**src/rtl/game_status_tx.sv**
```systemverilog
// Status return path of the host UART link: snapshots game state and bird y,
// then sends a 5-byte 8N1 frame (A5, state, y_hi, y_lo, xor) on tx_pin.
module game_status_tx #(
  parameter int CLK_FRE   = 50,
  parameter int BAUD_RATE = 9600
) (
  input  logic        clk,
  input  logic        rst,
  input  logic [1:0]  state,
  input  logic [11:0] bird_loc_y,
  input  logic        report_req,
  output logic        tx_pin,
  output logic        busy,
  output logic        frame_done
);

  localparam int CYCLE = CLK_FRE * 1000000 / BAUD_RATE;
  localparam int CNT_W = (CYCLE > 1) ? $clog2(CYCLE) : 1;
  localparam logic [CNT_W-1:0] CNT_LAST = CNT_W'(CYCLE - 1);

  typedef enum logic [2:0] {
    IDLE  = 3'd0,
    START = 3'd1,
    DATA  = 3'd2,
    STOP  = 3'd3,
    DONE  = 3'd4
  } fsm_e;

  fsm_e             fsm_q, fsm_d;
  logic [CNT_W-1:0] bit_cnt_q, bit_cnt_d;
  logic [2:0]       bit_idx_q, bit_idx_d;
  logic [2:0]       byte_idx_q, byte_idx_d;
  logic             pending_q, pending_d;
  logic [1:0]       state_prev_q, state_prev_d;
  logic [1:0]       snap_state_q, snap_state_d;
  logic [11:0]      snap_y_q, snap_y_d;
  logic             tx_q, tx_d;
  logic             busy_q, busy_d;
  logic             frame_done_q, frame_done_d;

  logic             trig;
  logic             bit_end;
  logic [7:0]       b1, b2, b3;
  logic [7:0]       cur_byte;

  assign trig    = report_req | (state != state_prev_q);
  assign bit_end = (bit_cnt_q == CNT_LAST);

  // Payload always comes from the registered snapshot, never the live inputs.
  assign b1 = {6'b0, snap_state_q};
  assign b2 = {4'b0, snap_y_q[11:8]};
  assign b3 = snap_y_q[7:0];

  always_comb begin
    fsm_d        = fsm_q;
    bit_cnt_d    = bit_cnt_q;
    bit_idx_d    = bit_idx_q;
    byte_idx_d   = byte_idx_q;
    pending_d    = pending_q | trig;
    state_prev_d = state;
    snap_state_d = snap_state_q;
    snap_y_d     = snap_y_q;

    case (fsm_q)
      IDLE, DONE: begin
        // DONE starts the next frame directly so a request landing on frame_done waits no extra cycle.
        if (trig || pending_q) begin
          snap_state_d = state;
          snap_y_d     = bird_loc_y;
          pending_d    = 1'b0;
          fsm_d        = START;
          bit_cnt_d    = '0;
          bit_idx_d    = '0;
          byte_idx_d   = '0;
        end else begin
          fsm_d = IDLE;
        end
      end
      START: begin
        if (bit_end) begin
          bit_cnt_d = '0;
          bit_idx_d = '0;
          fsm_d     = DATA;
        end else begin
          bit_cnt_d = bit_cnt_q + 1'b1;
        end
      end
      DATA: begin
        if (bit_end) begin
          bit_cnt_d = '0;
          if (bit_idx_q == 3'd7) begin
            fsm_d = STOP;
          end else begin
            bit_idx_d = bit_idx_q + 3'd1;
          end
        end else begin
          bit_cnt_d = bit_cnt_q + 1'b1;
        end
      end
      STOP: begin
        if (bit_end) begin
          bit_cnt_d = '0;
          if (byte_idx_q == 3'd4) begin
            fsm_d = DONE;
          end else begin
            byte_idx_d = byte_idx_q + 3'd1;
            fsm_d      = START;
          end
        end else begin
          bit_cnt_d = bit_cnt_q + 1'b1;
        end
      end
      default: fsm_d = IDLE;
    endcase

    case (byte_idx_d)
      3'd0:    cur_byte = 8'hA5;
      3'd1:    cur_byte = b1;
      3'd2:    cur_byte = b2;
      3'd3:    cur_byte = b3;
      default: cur_byte = b1 ^ b2 ^ b3;
    endcase

    // Outputs are decoded from next-state values so they register glitch-free on the same edge.
    tx_d         = 1'b1;
    busy_d       = 1'b0;
    frame_done_d = 1'b0;
    case (fsm_d)
      START: begin
        tx_d   = 1'b0;
        busy_d = 1'b1;
      end
      DATA: begin
        tx_d   = cur_byte[bit_idx_d];
        busy_d = 1'b1;
      end
      STOP:    busy_d = 1'b1;
      DONE:    frame_done_d = 1'b1;
      default: ;
    endcase
  end

  always_ff @(posedge clk) begin
    if (rst) begin
      fsm_q        <= IDLE;
      bit_cnt_q    <= '0;
      bit_idx_q    <= '0;
      byte_idx_q   <= '0;
      pending_q    <= 1'b0;
      state_prev_q <= state;
      snap_state_q <= '0;
      snap_y_q     <= '0;
      tx_q         <= 1'b1;
      busy_q       <= 1'b0;
      frame_done_q <= 1'b0;
    end else begin
      fsm_q        <= fsm_d;
      bit_cnt_q    <= bit_cnt_d;
      bit_idx_q    <= bit_idx_d;
      byte_idx_q   <= byte_idx_d;
      pending_q    <= pending_d;
      state_prev_q <= state_prev_d;
      snap_state_q <= snap_state_d;
      snap_y_q     <= snap_y_d;
      tx_q         <= tx_d;
      busy_q       <= busy_d;
      frame_done_q <= frame_done_d;
    end
  end

  assign tx_pin     = tx_q;
  assign busy       = busy_q;
  assign frame_done = frame_done_q;

endmodule
```
**config.mk**
```make
export PLATFORM = sky130hd
export DESIGN_NAME = game_status_tx
export DESIGN_NICKNAME = d
export VERILOG_FILES = /design/src/rtl/game_status_tx.sv
export SDC_FILE = /design/constraint.sdc
export NUM_CORES = 1
export LEC_CHECK = 0
export CAP_MARGIN = 0
export CORE_MARGIN = 2
export CORE_UTILIZATION = 40
export CTS_CLUSTER_DIAMETER = 80
export DETAILED_ROUTE_END_ITERATION = 6
export PLACE_DENSITY_LB_ADDON = 0.05
export SLEW_MARGIN = 10
export SYNTH_ARGS = -nofsm -noshare
export SYNTH_HDL_FRONTEND = slang
export SYNTH_SLANG_ARGS = --single-unit
```
**constraint.sdc**
```tcl
create_clock -name clk -period 4.8 [get_ports clk]
set_input_delay 0.48 -clock clk [delete_from_list [all_inputs] [get_ports clk]]
set_output_delay 0.48 -clock clk [all_outputs]
set_load 0.01 [all_outputs]
```
==> out/results.txt, run 1 <==
Async SR Flop Fraction - 0%
P_sw - 202 uW
WS Path Type - in -> reg
Clock Path Buffers - 2
syn_area_per_cell - 7.98 um^2
Crit. End Element - register
Hold Path Depth - 2
Pins Over Slew Limit - 0
Fin Hold WS - 0.461 ns
P_int - 564 uW
count of final setup violators - 0
first-pass GRT wire length - 9.02 mm
Post-Route WL - 5.32 mm
Hold Vio Cnt, Final - 0
power density cells - 290 nW/um^2
top post-synthesis cells by area - dfxtp_1 (36%), nand2_1 (7.7%), a21oi_1 (6.5%), nor2_1 (5.7%), o21ai_0 (2.8%)
post-CTS resize count - 0
CTS tree - built
sw frac - 26.3%
CP cell instances - clkdlybuf4s50_1, xor2_1, o41a_1, buf_4, or2_0, o41ai_1, nor2_1, a221oi_2, o32ai_1
routability cong. - 0.915
largest net degree at the start of global routing - 26
Post-synth EDFFs - 0
Mapped Cells - 289
Max-cap violations - 0
IO Count - 20
Worst Hold Launch - snap_y_q[4]
Initial Utilization - 41.6%
Non-Filler Instances - 377
initial drt markers - 103
share of Yosys cell area claimed by the top area cell type - 36.5%
Peak VDD IR - 0.000120 V
RSZ-0062 raised after global routing - no
diodes inserted - 0
DRT Pass-1 Iters - 4
Die Y - 79.9 um
worst-path fanout max - 19
fin nets - 325
CP Data Arrival Time - 3.07 ns
Slew HR - 52.2%
R2R depth - 9
largest stage delay on the critical path - 0.45 ns
DRT antenna net count - 0
CP Launch Type - input port
period utilization - 60.3%
post-cts hold buffer count - 0
Yosys Warn Count - 0
drt drc - 0
placed cell area - 2530 um^2
Root Buffer - clkbuf_8
worst hold path type - reg -> reg
Congestion Overflow GR - 0
Synth Cell Area - 2310 um^2
initial antenna violation count - 0
Primary FF master, synth - dfxtp_1
Slew @ Worst Pin - 0.697 ns
core area - 5540 um^2
Clk pwr share - 36.8%
layout cells sized above 1 - 9.51%
worst skew pair latency - 0.30 ns
Placed Cells - 369
Synth area leader - dfxtp_1
DP Wirelength - 3.77 mm
via count - 2,063
post-synthesis sequential area ratio - 36.5%
static leakage - 0.978 nW
Max Freq - 0.346 GHz
final core utilization - 47.7%
Crit path buffers/inverters - 2
Clock Skew - 0.00940 ns
post-route cell area - 2640 um^2
H-Tree Depth - 2
TritonCTS Buffers - 5
R2R Path Start - bit_cnt_q[0]
die area - 6390 um^2
post-DR wirelength/cell - 14.1 um
net count after synthesis - 310
Reg power frac - 49.5%
slowest stage cell, crit path - clkdlybuf4s50_1
Synth cell types - 60
Critical R2R Capture - tx_pin
Clock Pin Slew Worst Setup and Hold Paths - 0.08 ns
Rows - 27
die width - 79.9 um
vias per cell - 5.47
TNS Setup - 0 ns
FF-to-FF setup slack - 1.92 ns
combinational power share - 13.7%
family with the most delay on the worst path - compound AO/OA/AOI/OAI gates
P&R area growth vs syn - 14.5%
setup bufs post-CTS - 0
vias in the first global route - 1,859
outcome - finished, final reports clean
post-synthesis register bit count - 42
hold endpoint - snap_y_q[4]
input/output buffers - 19
Tmin final - 2.89 ns
WP data required - 4.97 ns
clock sink total - 42
gr usage total - 18.1%
cell usage in the layout (no fill, tap or decap), types with 3 or more instances in the layout:
cell type	Yosys	layout
mux2i_1	5	5
inv_1	5	5
and4bb_2	3	3
nor3_1	10	10
ha_1	4	4
xnor2_1	4	4
nor4_1	4	4
clkbuf_8	0	5
a21oi_1	30	30
a211oi_1	3	3
and3_1	7	7
buf_4	2	4
xor2_1	4	4
dfxtp_1	42	42
o211ai_1	3	3
a31oi_1	5	5
clkdlybuf4s50_1	0	19
o21ai_0	13	13
nand2_1	47	47
or3_1	4	4
nand3_1	4	4
nor2_1	35	35
cells in the mapped netlist, drive strengths merged, types with 5 or more instances:
cell type	number
a21oi	31
a31oi	5
and3	7
buf	8
clkbuf	7
dfxtp	42
inv	5
mux2i	5
nand2	47
nor2	37
nor3	11
o21ai	14
logic make-up after synthesis:
logic type	after synthesis	share of synthesized area (%)
adders and majority gates	4	2.17
xor gates and xnor gates	8	3.04
AOI/OAI and AO/OA	76	21.9
buffers and inverters	20	4.45
and+or+nand+nor	133	29.3
muxes	6	2.66
DFF	42	36.5
worst max path at each step:
stage	startpoint	to	slack, ns	cells after the start
global route	bit_cnt_q[0]	tx_pin	1.69	9
detailed placement	state[0]	tx_pin	1.63	9
global placement	state[0]	tx_pin	1.66	9
floorplan	bit_cnt_q[0]	tx_pin	2.50	10
finish	state[0]	tx_pin	1.91	9
CTS	bit_cnt_q[0]	tx_pin	1.91	9
tightest hold or removal path: cells and delay by family (launching register included):
kind / cells / cell delay (ns)
AND/OR/NAND/NOR: 1 / 0.05
flip-flops: 1 / 0.32
AO/OA/AOI/OAI: 1 / 0.05
metrics by stage:
step / power, mW / setup slack, ns
after detailed placement: 0.493 / 1.63
after global routing: 0.804 / 1.69
after global placement: 0.493 / 1.66
after CTS: 0.774 / 1.91
after floorplan: 0.454 / 2.50
final: 0.766 / 1.91
layout make-up:
cell class	count	area (um^2)
flip-flops and latches	42	841
multi-input cells	227	1360
clock inverters	3	40.0
clock buffers	5	68.8
well taps	72	90.1
inverters	5	18.8
fillers	593	2900
repair buffers	23	220
metal layers:
metal | share of wire (%) | GRT usage [%] | vias up | wire, um
met1 | 51 | 25.6 | 962 | 2690
met4 | 1.1 | 4.92 | 0 | 59
met5 | 0 | 0 | - | 0
met3 | 4.0 | 4.07 | 4 | 213
met2 | 44 | 27.4 | 36 | 2350
li1 | - | - | 1061 | -
sequential cells by signal (all words and copies together), names as in the netlist:
signal,count
pending_q,1
tx_pin,1
frame_done,1
snap_y_q,12
snap_state_q,2
busy,1
fsm_q,3
byte_idx_q,3
bit_cnt_q,13
state_prev_q,2
bit_idx_q,3
power groups by stage:
stage               combinational (mW)  sequential [mW]  clock, mW
detailed placement               0.106            0.387          0
finish                           0.105            0.379      0.282
CTS                              0.107            0.379      0.289
global route                     0.119            0.382      0.303
floorplan                       0.0724            0.382          0
global placement                 0.106            0.387          0
Note: power is estimated with default switching activity, not from simulation.
==> run 2, diff against run 1 <==
clock period = 2.7 ns   (was 4.8 ns; I/O delays follow)
==> out/results.txt, run 2 (synthesized netlist as in run 1, its figures left out) <==
outcome - finished, final reports clean (unchanged)
fill count - 578 (was 593)
Congestion Overflow GR - 0 (unchanged)
vias per cell - 5.42 (was 5.47)
max reg flops - 13 (unchanged)
Slew @ Worst Pin - 0.735 ns (was 0.697 ns)
DRT Pass-1 Iters - 4 (unchanged)
count of final setup violators - 0 (unchanged)
Peak VDD IR - 0.000271 V (was 0.000120 V)
RSZ-0062 raised after global routing - no (unchanged)
Top reg by flops - bit_cnt_q (unchanged)
post-route cell area - 2800 um^2 (was 2640 um^2)
CP Data Arrival Time - 2.72 ns (was 3.07 ns)
final setup margin - 0.151 ns (was 1.91 ns)
period utilization - 94.4%
DP Wirelength - 4.02 mm (was 3.77 mm)
worst-path fanout max - 5 (was 19)
Post-Route WL - 5.47 mm (was 5.32 mm)
layout cells sized above 1 - 14.6% (was 9.51%)
post-DR wirelength/cell - 13.9 um (was 14.1 um)
routability cong. - 0.930 (was 0.915)
CP Launch Type - register (was input port)
Max-cap violations - 0 (unchanged)
die width - 79.9 um (unchanged)
Clock Pin Slew Worst Setup and Hold Paths - 0.08 ns (about the same)
Pins Over Slew Limit - 0 (unchanged)
clock sink total - 42 (unchanged)
largest net degree at the start of global routing - 26 (unchanged)
input/output buffers - 19 (unchanged)
fin nets - 341 (was 325)
worst skew pair latency - 0.30 ns (about the same)
Placement Setup Slack - 0.00628 ns (was 1.63 ns)
setup bufs post-CTS - 0 (unchanged)
Max Freq - 0.392 GHz
Initial Utilization - 41.6% (unchanged)
TritonCTS Buffers - 5 (unchanged)
Root Buffer - clkbuf_8 (unchanged)
commonest non-fill, non-tap cell in the layout - nand2_1 (unchanged)
core area - 5540 um^2 (unchanged)
Top Registers - bit_cnt_q x13, snap_y_q x12 (unchanged)
power density cells - 533 nW/um^2 (was 290 nW/um^2)
Non-Filler Instances - 393 (was 377)
CTS tree - built (unchanged)
via count - 2,129 (was 2,063)
drt drc - 0 (unchanged)
WP data required - 2.87 ns (was 4.97 ns)
Slew HR - 50.5% (was 52.2%)
P&R area growth vs syn - 21.5% (was 14.5%)
Tmin final - 2.55 ns
placed cell area - 2650 um^2 (was 2530 um^2)
Power Total - 1.49 mW (was 766 uW)
worst hold path type - reg -> reg (unchanged)
Hold Vio Cnt, Final - 0 (unchanged)
gr usage total - 18.4% (was 18.1%)
Rows - 27 (unchanged)
vias in the first global route - 1,980 (was 1,859)
Clock Skew - 0.00882 ns (was 0.00940 ns)
initial antenna violation count - 0 (unchanged)
Placed Cells - 385 (was 369)
initial drt markers - 109 (was 103)
WS Path Type - reg -> reg (was in -> reg)
first-pass GRT wire length - 9.29 mm (was 9.02 mm)
TNS Setup - 0 ns (unchanged)
diodes inserted - 0 (unchanged)
most frequent cells in the layout - nand2_1 (47), dfxtp_1 (42), nor2_1 (35) (unchanged)
H-Tree Depth - 2 (unchanged)
Clock Path Buffers - 2 (unchanged)
IO Count - 20 (unchanged)
Crit. End Element - register (unchanged)
Die Y - 79.9 um (unchanged)
static leakage - 1.07 nW (was 0.978 nW)
die area - 6390 um^2 (unchanged)
DRT antenna net count - 0 (unchanged)
run 2: layout make-up:
cell class	count	area, um^2	share of cell area (%)
Tap cell	72	90.1	3.22
Clock inverter	2	60.1	2.14
Inverter	5	18.8	0.670
Clock buffer	6	82.6	2.95
Multi-Input combinational cell	227	1370	48.9
Sequential cell	42	841	30.0
Timing Repair Buffer	39	340	12.1
run 2: repair_timing:
action | 4_1_cts | 5_1_grt
gates resized for setup | 0 | 2
hold buffers | 0 | 0
setup endpoints to repair | 0 | 1
run 2: worst max-delay path, cell delays in order, from the launching register on:
cell and delay (ns):
dfxtp_1 0.38, ha_1 0.22, and4bb_2 0.28, and3_2 0.25, buf_4 0.16, a21oi_2 0.06, mux2_2 0.32, buf_4 0.16
inv_1 0.13, nor4_1 0.08, a211oi_1 0.24, o32ai_1 0.14
run 2: where the power goes:
part           switching (mW)  total [mW]  internal (mW)
clock                   0.223       0.617          0.395
combinational           0.108       0.206         0.0976
sequential             0.0247       0.671          0.646
total                   0.355        1.49           1.14
run 2: routing by layer:
metal / vias to the layer above / part of all wire (%) / GRT usage (%)
li1: 1097 / - / -
met1: 986 / 51 / 25.1
met2: 39 / 44 / 29.6
met3: 7 / 3.7 / 3.39
met4: 0 / 1.1 / 5.25
met5: - / 0 / 0
run 2: path summary, 6_finish.rpt:
kind | start | to | slack, ns | depth (start not counted)
max | bit_cnt_q[0] | tx_pin | 0.15 | 11
min | snap_y_q[7] | snap_y_q[7] | 0.46 | 2
max reg2reg | bit_cnt_q[0] | tx_pin | 0.15 | 11
min reg2reg | snap_y_q[7] | snap_y_q[7] | 0.46 | 2
run 2: metrics by stage:
step / hold WS (ns) / utilization, %
final: 0.459 / 50.6
after global routing: 0.482 / 50.6
after CTS: 0.463 / 50.5
after detailed placement: 0.451 / 47.9
after global placement: 0.446 / 47.9
after floorplan: 0.298 / -
